===== src/rtl/sevenseg_pkg.sv =====
// Shared types and the hex-to-segment lookup for the 7-segment scan driver.
// Segment vectors are active-low, ordered {g,f,e,d,c,b,a}.
package sevenseg_pkg;

    typedef logic [3:0] hex_t;
    typedef logic [6:0] seg_t;

    // All segments off (active-low).
    localparam seg_t SEG_BLANK = 7'h7F;

    // Active-low glyphs for 0-9 and A, b, C, d, E, F.
    function automatic seg_t hex_to_seg(input hex_t hex);
        seg_t seg;
        case (hex)
            4'h0:    seg = 7'b1000000;
            4'h1:    seg = 7'b1111001;
            4'h2:    seg = 7'b0100100;
            4'h3:    seg = 7'b0110000;
            4'h4:    seg = 7'b0011001;
            4'h5:    seg = 7'b0010010;
            4'h6:    seg = 7'b0000010;
            4'h7:    seg = 7'b1111000;
            4'h8:    seg = 7'b0000000;
            4'h9:    seg = 7'b0010000;
            4'hA:    seg = 7'b0001000;
            4'hB:    seg = 7'b0000011;
            4'hC:    seg = 7'b1000110;
            4'hD:    seg = 7'b0100001;
            4'hE:    seg = 7'b0000110;
            default: seg = 7'b0001110;
        endcase
        return seg;
    endfunction

endpackage


===== src/rtl/sevenseg_scan_driver_if.sv =====
// Signal bundle between display-formatting logic (master) and the scan
// driver (slave).
//
// Handshake: there is no valid/ready pair. Every master-driven field is a
// level that the driver samples once per digit slot, on the cycle the
// prescaler reads zero; changes made later in a slot become visible in the
// next slot. The driver outputs are registered pin levels that are meaningful
// on every cycle outside reset.
interface sevenseg_scan_driver_if #(
    parameter int NUM_DIGITS = 4,
    parameter int BRIGHT_W   = 3
);
    logic                    scan_en_i;
    logic [BRIGHT_W-1:0]     brightness_i;
    logic [NUM_DIGITS-1:0]   digit_en_i;
    logic [4*NUM_DIGITS-1:0] digits_i;
    logic [NUM_DIGITS-1:0]   dp_i;
    logic [NUM_DIGITS-1:0]   anode_o;
    logic [6:0]              segments_o;
    logic                    dp_o;

    modport master (
        output scan_en_i, brightness_i, digit_en_i, digits_i, dp_i,
        input  anode_o, segments_o, dp_o
    );

    modport slave (
        input  scan_en_i, brightness_i, digit_en_i, digits_i, dp_i,
        output anode_o, segments_o, dp_o
    );
endinterface


===== src/rtl/sevenseg_hex_decode.sv =====
// Combinational hex nibble to active-low 7-segment glyph.
module sevenseg_hex_decode
    import sevenseg_pkg::*;
(
    input  hex_t hex,
    output seg_t seg
);

    // Pure lookup; kept as its own block so it can be swapped for a custom font.
    assign seg = hex_to_seg(hex);

endmodule


===== src/rtl/sevenseg_scan_driver.sv =====
// Time-multiplexed driver for an N-digit common-anode, active-low 7-segment
// display. A prescaler splits time into CLK_DIV-cycle digit slots; each slot
// opens with BLANK_CYCLES of all anodes off (ghosting guard) followed by a
// PWM on-window whose length follows the brightness code.
//
// Build option: define SEVENSEG_DP_EN to drive the decimal point from dp_i;
// without it dp_i is ignored and dp_o stays high.
module sevenseg_scan_driver
    import sevenseg_pkg::*;
#(
    parameter int NUM_DIGITS   = 4,
    parameter int CLK_DIV      = 100000,
    parameter int BLANK_CYCLES = 16,
    parameter int BRIGHT_W     = 3
) (
    input  logic                   clk_i,
    input  logic                   rst_i,
    sevenseg_scan_driver_if.slave  bus
);

    localparam int CW    = (CLK_DIV > 1) ? $clog2(CLK_DIV) : 1;
    localparam int IW    = $clog2(NUM_DIGITS);
    localparam int DWELL = CLK_DIV - BLANK_CYCLES;
    // Wide enough for (2**BRIGHT_W) * DWELL without overflow.
    localparam int PW    = BRIGHT_W + CW + 2;

    // Reject configurations that would leave a zero-length on-window.
    if (NUM_DIGITS < 2 || CLK_DIV <= BLANK_CYCLES || DWELL < (1 << BRIGHT_W)) begin : g_bad_params
        $error("sevenseg_scan_driver: illegal parameter combination");
    end

    logic [CW-1:0]       cnt_q;
    logic [IW-1:0]       idx_q;
    logic [BRIGHT_W-1:0] bright_q;
    hex_t                digit_q;
    logic                en_q;

    logic                slot_start;
    logic [BRIGHT_W-1:0] bright_eff;
    hex_t                digit_eff;
    logic                en_eff;
    logic [IW+1:0]       nib_base;
    logic [PW-1:0]       on_prod;
    logic [PW-1:0]       on_len;
    logic [PW-1:0]       cnt_ext;
    logic                in_window;
    logic                digit_on;
    seg_t                seg_dec;

    logic [NUM_DIGITS-1:0] anode_d, anode_q;
    seg_t                  seg_d, seg_q;

    assign slot_start = (cnt_q == '0);
    assign nib_base   = {idx_q, 2'b00};

    // On the capture cycle itself the slot registers are not loaded yet, so
    // the live inputs stand in for them (matters only when BLANK_CYCLES is 0).
    assign bright_eff = slot_start ? bus.brightness_i            : bright_q;
    assign digit_eff  = slot_start ? bus.digits_i[nib_base +: 4] : digit_q;
    assign en_eff     = slot_start ? bus.digit_en_i[idx_q]       : en_q;

    assign on_prod   = (PW'(bright_eff) + PW'(1)) * PW'(DWELL);
    assign on_len    = on_prod >> BRIGHT_W;
    assign cnt_ext   = PW'(cnt_q);
    assign in_window = (cnt_ext >= PW'(BLANK_CYCLES))
                    && ((cnt_ext - PW'(BLANK_CYCLES)) < on_len);
    assign digit_on  = bus.scan_en_i && in_window && en_eff;

    sevenseg_hex_decode u_hex_decode (
        .hex (digit_eff),
        .seg (seg_dec)
    );

    // Prescaler and digit index; both freeze while scanning is disabled.
    always_ff @(posedge clk_i) begin
        if (rst_i) begin
            cnt_q <= '0;
            idx_q <= '0;
        end else if (bus.scan_en_i) begin
            if (cnt_q == CW'(CLK_DIV - 1)) begin
                cnt_q <= '0;
                idx_q <= (idx_q == IW'(NUM_DIGITS - 1)) ? '0 : idx_q + IW'(1);
            end else begin
                cnt_q <= cnt_q + CW'(1);
            end
        end
    end

    // Slot registers: snapshot of the current digit's inputs at slot start.
    always_ff @(posedge clk_i) begin
        if (rst_i) begin
            bright_q <= '0;
            digit_q  <= '0;
            en_q     <= 1'b0;
        end else if (bus.scan_en_i && slot_start) begin
            bright_q <= bus.brightness_i;
            digit_q  <= bus.digits_i[nib_base +: 4];
            en_q     <= bus.digit_en_i[idx_q];
        end
    end

    // Next pin levels: everything blank unless the current digit is in its on-window.
    always_comb begin
        anode_d = '1;
        seg_d   = SEG_BLANK;
        if (digit_on) begin
            anode_d[idx_q] = 1'b0;
            seg_d          = seg_dec;
        end
    end

    // Registered anode and segment pins.
    always_ff @(posedge clk_i) begin
        if (rst_i) begin
            anode_q <= '1;
            seg_q   <= SEG_BLANK;
        end else begin
            anode_q <= anode_d;
            seg_q   <= seg_d;
        end
    end

    assign bus.anode_o    = anode_q;
    assign bus.segments_o = seg_q;

`ifdef SEVENSEG_DP_EN
    logic dp_slot_q;
    logic dp_eff;
    logic dp_q;

    assign dp_eff = slot_start ? bus.dp_i[idx_q] : dp_slot_q;

    // Decimal-point request captured alongside the other slot registers.
    always_ff @(posedge clk_i) begin
        if (rst_i) begin
            dp_slot_q <= 1'b0;
        end else if (bus.scan_en_i && slot_start) begin
            dp_slot_q <= bus.dp_i[idx_q];
        end
    end

    // Decimal-point pin follows the same on-window as the anode.
    always_ff @(posedge clk_i) begin
        if (rst_i) begin
            dp_q <= 1'b1;
        end else begin
            dp_q <= digit_on ? ~dp_eff : 1'b1;
        end
    end

    assign bus.dp_o = dp_q;
`else
    logic unused_dp;
    assign unused_dp  = ^bus.dp_i;
    assign bus.dp_o   = 1'b1;
`endif

endmodule

===== src/flat_wrapper.sv =====
// flat-port wrapper written by rule: the top's interface ports become plain ports
module sevenseg_scan_driver_flat import sevenseg_pkg::*;
#(
    parameter int NUM_DIGITS   = 4,
    parameter int CLK_DIV      = 100000,
    parameter int BLANK_CYCLES = 16,
    parameter int BRIGHT_W     = 3
)
  (clk_i, rst_i, bus_scan_en_i, bus_brightness_i, bus_digit_en_i, bus_digits_i, bus_dp_i, bus_anode_o, bus_segments_o, bus_dp_o);
  sevenseg_scan_driver_if #(.NUM_DIGITS(NUM_DIGITS), .BRIGHT_W(BRIGHT_W)) bus_i ();
  input  logic clk_i;
  input  logic rst_i;
  input wire logic [$bits(bus_i.scan_en_i)-1:0] bus_scan_en_i;
  input wire logic [$bits(bus_i.brightness_i)-1:0] bus_brightness_i;
  input wire logic [$bits(bus_i.digit_en_i)-1:0] bus_digit_en_i;
  input wire logic [$bits(bus_i.digits_i)-1:0] bus_digits_i;
  input wire logic [$bits(bus_i.dp_i)-1:0] bus_dp_i;
  output wire logic [$bits(bus_i.anode_o)-1:0] bus_anode_o;
  output wire logic [$bits(bus_i.segments_o)-1:0] bus_segments_o;
  output wire logic [$bits(bus_i.dp_o)-1:0] bus_dp_o;
  assign bus_i.scan_en_i = bus_scan_en_i;
  assign bus_i.brightness_i = bus_brightness_i;
  assign bus_i.digit_en_i = bus_digit_en_i;
  assign bus_i.digits_i = bus_digits_i;
  assign bus_i.dp_i = bus_dp_i;
  assign bus_anode_o = bus_i.anode_o;
  assign bus_segments_o = bus_i.segments_o;
  assign bus_dp_o = bus_i.dp_o;
  sevenseg_scan_driver #(.NUM_DIGITS(NUM_DIGITS), .CLK_DIV(CLK_DIV), .BLANK_CYCLES(BLANK_CYCLES), .BRIGHT_W(BRIGHT_W)) u_core (.clk_i(clk_i), .rst_i(rst_i), .bus(bus_i));
endmodule

===== config.mk =====
export PLATFORM = sky130hd
export DESIGN_NAME = sevenseg_scan_driver_flat
export DESIGN_NICKNAME = d
export VERILOG_FILES = /design/src/rtl/sevenseg_pkg.sv /design/src/rtl/sevenseg_scan_driver_if.sv /design/src/rtl/sevenseg_hex_decode.sv /design/src/rtl/sevenseg_scan_driver.sv /design/src/flat_wrapper.sv
export SDC_FILE = /design/constraint.sdc
export NUM_CORES = 1
export LEC_CHECK = 0
export ABC_CLOCK_PERIOD_IN_PS = 7600
export CORE_AREA = 10 10 98 100
export CTS_CLUSTER_SIZE = 14
export DETAILED_ROUTE_END_ITERATION = 8
export DIE_AREA = 0 0 108 110
export DONT_BUFFER_PORTS = 1
export PLACE_DENSITY = 0.69
export SKIP_CTS_REPAIR_TIMING = 1
export SLEW_MARGIN = 20
export SYNTH_ARGS = -nofsm -noshare
export SYNTH_HDL_FRONTEND = slang
export SYNTH_HIERARCHICAL = 1
export SYNTH_SLANG_ARGS = --single-unit
export TNS_END_PERCENT = 5

===== constraint.sdc =====
create_clock -name clk_i -period 7.6 [get_ports clk_i]
set_clock_uncertainty 0.2 [all_clocks]
set_input_delay 1.9 -clock clk_i [delete_from_list [all_inputs] [get_ports clk_i]]
set_output_delay 1.9 -clock clk_i [all_outputs]
set_load 0.05 [all_outputs]

Word-level counts from Yosys, hierarchy flattened
Memory sizes are Yosys's and may differ from the RTL's. A register that Yosys moved wholly into a read port is not among the register bits.
Cells that the tools add are included.
{"block": "op_classes", "n_addsub": 4, "mul": 1, "magnitude_cmp": 4, "n_eq_ne": 2, "shift": 1, "n_mux": 9, "n_bitwise": 2, "reduce_logical": 8}
{"cell": "22-bit by 19-bit less-than comparator with 1-bit output", "n": 1}
{"cell": "22-bit by 13-bit multiplier with 18-bit output, second input constant", "n": 1}
{"cell": "17-bit by 5-bit subtractor with 18-bit output, second input constant", "n": 1}
{"cell": "17-bit by 1-bit adder with 17-bit output, second input constant", "n": 1}
{"cell": "17-bit == test, second input constant", "n": 1}
{"cell": "17-bit by 5-bit greater-or-equal comparator with 1-bit output, second input constant", "n": 1}
{"cell": "17-bit logical NOT", "n": 1}
{"cell": "17-bit two-way mux", "n": 1}
{"cell": "16-bit by 5-bit indexed part select with 4-bit output", "n": 1}
{"cell": "1-bit logical AND", "n": 5}
{"cell": "3-bit by 1-bit adder with 4-bit output, second input constant", "n": 1}
{"cell": "4-bit two-way mux", "n": 1}
{"cell": "4-bit NOT", "n": 1}
{"cell": "2-bit by 3-bit less-than comparator with 1-bit output, second input constant", "n": 1}
{"cell": "1-bit two-way mux", "n": 3}
{"cell": "3-bit two-way mux", "n": 1}
{"cell": "2-bit by 1-bit adder with 2-bit output, second input constant", "n": 1}
{"cell": "1-bit binary-select mux with 2-bit select", "n": 1}
{"cell": "1-bit demux with 2-bit select", "n": 1}
{"cell": "2-bit == test, second input constant", "n": 1}
{"cell": "2-bit by 1-bit greater-or-equal comparator with 1-bit output, second input constant", "n": 1}
{"cell": "2-bit two-way mux", "n": 1}
{"cell": "2-bit AND reduction", "n": 1}
{"cell": "2-bit OR reduction", "n": 1}
{"cell": "1-bit NOT", "n": 1}
{"block": "totals", "register_bits": 31, "mem_bits_ro": 112, "input_bits": 30, "out_inout_bits": 12, "wordCells": 38, "n_memories": 1}
{"memory": "(name not given)", "depth": 16, "word_bits": 7, "rd": 1, "rd_clocked_by_memory_dff": 1, "wr": 0, "line": "sevenseg_pkg.sv:14", "text": "case (hex)"}

Logic depth before layout (Yosys ltp)
Gate-level depths: netlist of run 1.
{"block": "logic_depth", "word_depth": 10, "mapped_depth": 22, "ltp_nobuf": 21}

By module
The synthesis of run 1 kept the hierarchy.
{"module": "sevenseg_scan_driver", "instances": 1, "cells_each": 350, "area_per_inst_um2": 3116.7, "seq_area_each_um2": 760.7}
{"module": "sevenseg_hex_decode", "instances": 1, "cells_each": 32, "area_per_inst_um2": 275.3, "seq_area_each_um2": 0.0}

Worst setup path after synthesis of run 1
Ideal clock, no wire load.
{"block": "synth_timing", "path_kind": "input to register", "start": "input bus_brightness_i[1]", "end": "register u_core.anode_q[0], in the netlist u_core/bus.anode_o[0]", "setup_time_ps": 134, "t_arrival_ps": 5499, "t_required_ps": 7266, "path_slack_ps": 1767, "stages": 17, "n_path_buf": 1, "path_cell_list": "mux2_2 ha_1 xnor2_1 ha_1 ha_1 ha_1 a21oi_1 o31ai_1 a21o_1 mux2i_1 a2111oi_0 ha_1 inv_1 o2111ai_1 a211oi_2 buf_2 o211ai_1"}
{"block": "synth_between", "elab_chain_len": 9}
{"item": "from (decl)", "line": "flat_wrapper.sv:14", "text": "input wire logic [$bits(bus_i.brightness_i)-1:0] bus_brightness_i;"}
{"item": "3-bit two-way mux", "line": "sevenseg_scan_driver.sv:58", "text": "assign bright_eff = slot_start ? bus.brightness_i : bright_q;"}
{"item": "3-bit by 1-bit adder with 4-bit output", "line": "sevenseg_scan_driver.sv:62", "text": "assign on_prod = (PW'(bright_eff) + PW'(1)) * PW'(DWELL);"}
{"item": "22-bit by 13-bit multiplier with 18-bit output", "line": "sevenseg_scan_driver.sv:62"}
{"item": "22-bit by 19-bit less-than comparator with 1-bit output", "line": "sevenseg_scan_driver.sv:66", "text": "&& ((cnt_ext - PW'(BLANK_CYCLES)) < on_len);"}
{"item": "1-bit logical AND", "line": "sevenseg_scan_driver.sv:66"}
{"item": "1-bit logical AND (2 in series)", "line": "sevenseg_scan_driver.sv:67", "text": "assign digit_on = bus.scan_en_i && in_window && en_eff;"}
{"item": "1-bit NOT (no line)"}
{"item": "2-bit OR reduction (no line)"}
{"item": "to (signal assigned)", "line": "sevenseg_scan_driver.sv:118", "text": "anode_q <= anode_d;"}
{"item": "to (decl)", "line": "sevenseg_scan_driver.sv:50", "text": "logic [NUM_DIGITS-1:0] anode_d, anode_q;"}
Every way passes these cells.
A chain may end at the register's enable or synchronous reset.

Worst setup path in the final report of run 1
{"block": "layout_timing", "start": "input bus_brightness_i[1]", "end": "register u_core.seg_q[2], in the netlist u_core/bus.segments_o[2]"}
{"block": "layout_between", "elab_chain_len": 9}
{"item": "3-bit two-way mux", "line": "sevenseg_scan_driver.sv:58"}
{"item": "3-bit by 1-bit adder with 4-bit output", "line": "sevenseg_scan_driver.sv:62"}
{"item": "22-bit by 13-bit multiplier with 18-bit output", "line": "sevenseg_scan_driver.sv:62"}
{"item": "22-bit by 19-bit less-than comparator with 1-bit output", "line": "sevenseg_scan_driver.sv:66"}
{"item": "1-bit logical AND", "line": "sevenseg_scan_driver.sv:66"}
{"item": "1-bit logical AND (2 in series)", "line": "sevenseg_scan_driver.sv:67"}
{"item": "1-bit NOT (no line)"}
{"item": "2-bit OR reduction (no line)"}
{"item": "to (decl)", "line": "sevenseg_scan_driver.sv:51", "text": "seg_t seg_d, seg_q;"}
Every way passes these cells.

==> flow_metrics.tcl, run 1 <==
set metrics [dict create \
    core-area_um2 7650 \
    cts-root-buf "clkbuf_8" \
    routed_wl_mm 7.43 \
    final.fill_count 720 \
    drive_above_1_share 0.105 \
    cp.arrival_ns 6.52 \
    r2r_start "u_core/cnt_q[6]" \
    path_max_fanout 11 \
    hp-start "u_core/digit_q[1]" \
    relSlewSlack 0.363 \
    netlist.area_leader.share 0.224 \
    worst-setup-path-type "input pin to register" \
    ys_ff_latch 38 \
    vias 2589 \
    die_area_um2 11900 \
    syn-cell-area_um2 3390 \
    synth_mux_area_frac 0.122 \
    syn_avg_cell_area_um2 8.88 \
    final_cells 472 \
    start_kind "input pin" \
    die_y_um 110 \
    drtAntennaViolNets 0 \
    clock_latency_ns 0.29 \
    htreeDepth 2 \
    wl_per_cell_um 15.7 \
    power_leakage_nw 1.50 \
    dr.first_iter.drc_count 150 \
    fin_crit_ns 6.59 \
    synth_adder_area_share 0.184 \
    hold_viol 0 \
    synth.distinct_cells 58 \
    syn-num-nets 462 \
    irDropWorstVdd_uv 73.7 \
    hp-class "register to register" \
    rsz0062_at_grt "false" \
    synth-xor-area-share 0.0800 \
    yosys.area_share.simple 0.197 \
    antenna_found_initial 0 \
    remaining_drc_errors 0 \
    drv_slew 0 \
    power_uw 721 \
    port_buffers 0 \
    cts_sinks 38 \
    hold_slack_ns 0.295 \
    final_area_um2 3540 \
    ys_seq_area_frac 0.224 \
    synth_top_family_by_area "simple AND/OR/NAND/NOR gates" \
    fmax_mhz 152 \
    ys_warn_count 6 \
    synth_compound_area_frac 0.121 \
    worstMarginPinSlew_ns 0.956 \
    cts_tree "done" \
    tns_ns 0 \
    place_area_um2 3400 \
    synthArstFlopShare 0 \
    p_per_area_nw_per_um2 204 \
    pin_count 42 \
    dp_cells 464 \
    multi_input_area_um2 2390 \
    viasPerCell 5.49 \
    diodes 0 \
    synth_area_leaders "dfxtp_1 (22%), ha_1 (18%), mux2i_1 (4.4%)" \
    synthFlopType "dfxtp_1" \
    clk_pin_slew_ns 0.07 \
    crit_start "bus_brightness_i[1]" \
    end_kind "register" \
    dr.pass1.iters 4 \
    rows 32 \
    die_x_um 108 \
    grt_pass1_wl_mm 12.6 \
    grt_usage 0.129 \
    start_util 0.444 \
    synthToLayoutAreaGrowth_pct 4.39 \
    dp_hpwl_mm 5.81 \
    cp.required_ns 7.53 \
    synth_top_cell_by_area "dfxtp_1" \
    fin_nets 449 \
    fin_crit_sh 0.867 \
    grt_max_degree 18 \
    cts.path.max_buffers 2 \
    overflow 0 \
    status "completed" \
    setup_viol 0 \
    numCtsBuffers 5 \
    place_congestion 0.850 \
    regArea_um2 761 \
    synthCells 382 \
    synth_edf_count 0 \
    drv_cap 0 \
    first_global_vias 2538 \
]
cell families after synthesis:
kind of cell	Yosys count
DFF	38
AOI/OAI and AO/OA	56
xor gates and xnor gates	31
buffers and inverters	51
adders and majority gates	50
and+or+nand+nor	123
muxes	31
other	2
area by class of cell:
class | count | share of cell area
repair buffers | 1 | 0.00212
clock buffers | 5 | 0.0194
well taps | 102 | 0.0360
clock inverters | 3 | 0.0194
inverters | 30 | 0.0318
flip-flops and latches | 38 | 0.215
multi-input cells | 293 | 0.676
registers in the layout (all words and copies together), names as in the netlist:
name,flops
u_core/cnt_q,17
u_core/bright_q,3
u_core/bus.anode_o,4
u_core/digit_q,4
u_core/en_q,1
u_core/idx_q,2
u_core/bus.segments_o,7
layer usage:
layer,vias to the layer above,global-route usage,share of wire
li1,1320,-,-
met1,1204,0.170,0.48
met2,56,0.204,0.46
met3,9,0.0267,0.048
met4,0,0.0439,0.016
met5,-,0,0
placed cells by master, fill, tap and decap left out, types with 2 or more instances in the layout:
| master | count |
|---|---|
| o211ai_1 | 9 |
| nand2_1 | 21 |
| mux2_2 | 9 |
| xor2_1 | 14 |
| nor4b_1 | 2 |
| or3_1 | 3 |
| clkbuf_8 | 5 |
| ha_1 | 50 |
| a31oi_1 | 2 |
| nand4b_1 | 2 |
| inv_1 | 30 |
| mux4_2 | 5 |
| nand3_1 | 7 |
| and4_1 | 4 |
| nand4_1 | 8 |
| a21o_1 | 6 |
| o211ai_2 | 3 |
| nor2b_1 | 4 |
| bufinv_16 | 2 |
| nor2_1 | 40 |
| mux2i_1 | 15 |
| and2_1 | 3 |
| nand2b_1 | 2 |
| a21oi_1 | 12 |
| o21a_1 | 2 |
| nor4_1 | 3 |
| o31ai_1 | 3 |
| a211oi_1 | 2 |
| xnor2_1 | 17 |
| o21ai_0 | 7 |
| nor3_2 | 2 |
| dfxtp_1 | 38 |
| nor3_1 | 11 |
| a22o_1 | 2 |
| conb_1 | 2 |
synthesized netlist by cell type, types with 3 or more instances:
cell type,instances
a21o_1,6
mux4_2,5
or3_1,3
nand3_1,7
mux2i_1,15
buf_2,6
and2_1,3
dfxtp_1,38
o31ai_1,3
nand4_1,8
nor4_1,3
a21oi_1,12
clkbuf_1,9
nand2_1,21
and4_1,4
nor3_1,11
buf_6,4
ha_1,50
nor2b_1,4
o211ai_2,3
o21ai_0,7
mux2_2,9
inv_1,30
xnor2_1,17
o211ai_1,9
nor2_1,40
xor2_1,14
critical path, stage by stage:
cell and delay (ns):
mux2_2 0.28, ha_1 0.24, xnor2_1 0.29, ha_1 0.30, ha_1 0.41, ha_1 0.36, a21oi_1 0.14, o31ai_1 0.09
a21o_1 0.21, mux2i_1 0.12, a2111oi_0 0.68, ha_1 0.37, inv_1 0.06, o2111ai_1 0.15, a211oi_2 0.73, o211ai_1 0.19
metrics by stage:
stage,utilization,setup slack (ns)
floorplan,-,1.77
global placement,0.445,0.772
detailed placement,0.445,0.710
CTS,0.463,1.01
global route,0.463,0.537
finish,0.463,1.01
power breakdown:
group,total [mW],internal [mW],switching (mW)
clock network,0.202,0.131,0.0710
logic,0.310,0.135,0.175
registers,0.208,0.203,0.00457
total,0.721,0.470,0.250
worst paths after layout:
| kind | end | slack (ns) | cells past startpoint |
|---|---|---|---|
| setup / recovery | u_core/bus.segments_o[2] | 1.01 | 16 |
| hold / removal | u_core/digit_q[1] | 0.29 | 2 |
| setup reg to reg | u_core/bus.segments_o[2] | 1.08 | 19 |
| hold reg to reg | u_core/digit_q[1] | 0.29 | 2 |
Power figures use the tool's default switching activity.
==> run 2: changes to the inputs <==
Settings changed: CORE_AREA 10 10 98 100 to 10 10 112 89, DIE_AREA 0 0 108 110 to 0 0 122 99, PLACE_DENSITY 0.69 to default.
==> run 2 against run 1 <==
Wire length is 1.6% higher. Combinational power increased by 1%. Sequential power hardly changed. Critical path type unchanged. Largest power group unchanged. Fmax decreased by 0.57%. Critical path depth stayed put. Via count is 1.5% lower.
==> flow_metrics.tcl, run 2 (synthesis results as in run 1) <==
set metrics [dict create \
    power.share.combinational 0.483 \
    die_y_um 99 \
    fmax_mhz 151 \
    first_global_vias 2525 \
    timing.rr.end "u_core/bus.anode_o[3]" \
    path_max_fanout 11 \
    fin_nets 449 \
    cts_sinks 38 \
    finalWorstSetupSlack_ns 0.973 \
    crit_start "bus_brightness_i[1]" \
    htreeDepth 2 \
    endpoint "u_core/bus.anode_o[3]" \
    routed-wl-met3_um 423 \
    tns_ns 0 \
    multi_input_area_um2 2390 \
    grt_pass1_wl_mm 12.7 \
    drv_cap 0 \
    remaining_drc_errors 0 \
    place_area_um2 3410 \
    netSwitchingPower_uw 246 \
    overflow 0 \
    relSlewSlack 0.432 \
    top_register "u_core/cnt_q" \
    cp.arrival_ns 6.54 \
    clk_pin_slew_ns 0.07 \
    cts-root-buf "clkbuf_8" \
    numCtsBuffers 5 \
    die_area_um2 12100 \
    final_util 0.450 \
    clkPwrFrac 0.196 \
    met2WireLength_mm 3.16 \
    highest_layer "met5" \
    worstMarginPinSlew_ns 0.841 \
    antenna_found_initial 1 \
    final_area_um2 3490 \
    die_x_um 122 \
    hp-class "register to register" \
    routed_wl_mm 7.55 \
    cpMostUsedCell "ha_1" \
    dp_slack_ns 0.603 \
    vias 2549 \
    irDropWorstVdd_uv 67.7 \
    rsz0062_at_grt "false" \
    power.internal_uw 403 \
    layout_commonest_cell "ha_1" \
    wl_per_cell_um 15.9 \
    drtAntennaViolNets 0 \
    port_buffers 0 \
    fin_crit_ns 6.63 \
    p_per_area_nw_per_um2 186 \
    cts_tree "done" \
    dp_hpwl_mm 6.24 \
    swShare 0.379 \
    power_uw 650 \
    pin_count 42 \
    wl_met1_mm 3.85 \
    r2r_start "u_core/cnt_q[6]" \
    start_util 0.438 \
    clock_latency_ns 0.28 \
    worst-setup-path-type "input pin to register" \
    fin_crit_sh 0.872 \
    cts.path.max_buffers 2 \
    grt_usage 0.128 \
    path_cells "mux2_2 -> ha_1 -> xnor2_1 -> ha_1 -> ha_1 -> ha_1 -> a21oi_1 -> o31ai_1 -> a21o_1 -> mux2i_1 -> a2111oi_0 -> ha_1 -> inv_1 -> o2111ai_1 -> a211oi_2 -> o211ai_1" \
    viasPerCell 5.37 \
    final.fill_count 766 \
    largest_reg_flops 17 \
    hold_slack_ns 0.302 \
    slowest_stage "a2111oi_0" \
    dr.first_iter.drc_count 110 \
    grt_max_degree 18 \
    dr.pass1.iters 4 \
    layout.cells.most_common_list "ha_1 (50), nor2_1 (40), dfxtp_1 (38)" \
    synthToLayoutAreaGrowth_pct 2.77 \
    drv_slew 0 \
    r2r_slack_ns 1.00 \
    drive_above_1_share 0.0976 \
    setup_viol 0 \
    status "completed" \
    place_congestion 0.779 \
    slowest_delay_ns 0.71 \
    reg2regPathDepth 19 \
    pwr-share-seq 0.321 \
    core-area_um2 7740 \
    power_leakage_nw 1.47 \
    rows 28 \
    dp_cells 467 \
    cp.required_ns 7.51 \
    start_kind "input pin" \
    hold_viol 0 \
    final_cells 475 \
    end_kind "register" \
    regArea_um2 761 \
]
-- run 2: changes by cell type in the layout (fill, tap and decap cells not counted), sizes merged --
cell,before,now
bufinv,2,0
clkbuf,5,7
clkinv,1,0
diode,0,1
-- run 2: worst min path at each step --
stage                      start                 to  slack [ns]  cells after the start
2_1_floorplan        u_core/en_q        u_core/en_q        0.26                      2
3_3_place_gp         u_core/en_q        u_core/en_q        0.27                      2
3_5_place_dp   u_core/digit_q[1]  u_core/digit_q[1]        0.29                      2
4_1_cts        u_core/digit_q[1]  u_core/digit_q[1]        0.30                      2
5_1_grt        u_core/digit_q[1]  u_core/digit_q[1]        0.34                      2
6_report       u_core/digit_q[1]  u_core/digit_q[1]        0.30                      2
-- run 2: metal layers --
metal	up-vias	track usage
li1	1317	-
met1	1173	0.177
met2	48	0.189
met3	9	0.0359
met4	2	0.0348
met5	-	0
-- run 2: power groups by stage --
stage,sequential [mW],combinational [mW],clock (mW)
6_report,0.208,0.314,0.127
5_1_grt,0.209,0.361,0.143
4_1_cts,0.208,0.315,0.133
3_5_place_dp,0.213,0.312,0
3_3_place_gp,0.212,0.299,0
2_1_floorplan,0.211,0.251,0
-- run 2: area by class of cell --
cell class,count,share of cell area
Timing Repair Buffer,1,0.00215
Antenna cell,1,0.000718
Sequential cell,38,0.218
Tap cell,105,0.0377
Clock buffer,7,0.0219
Multi-Input combinational cell,293,0.687
Inverter,30,0.0323
-- run 2: critical path: cells and delay by family --
family | cells | cell delay, ns
compound gates | 7 | 2.22
xor+xnor | 1 | 0.31
fa+ha+maj | 5 | 1.66
buf+inv | 1 | 0.06
mux | 2 | 0.39
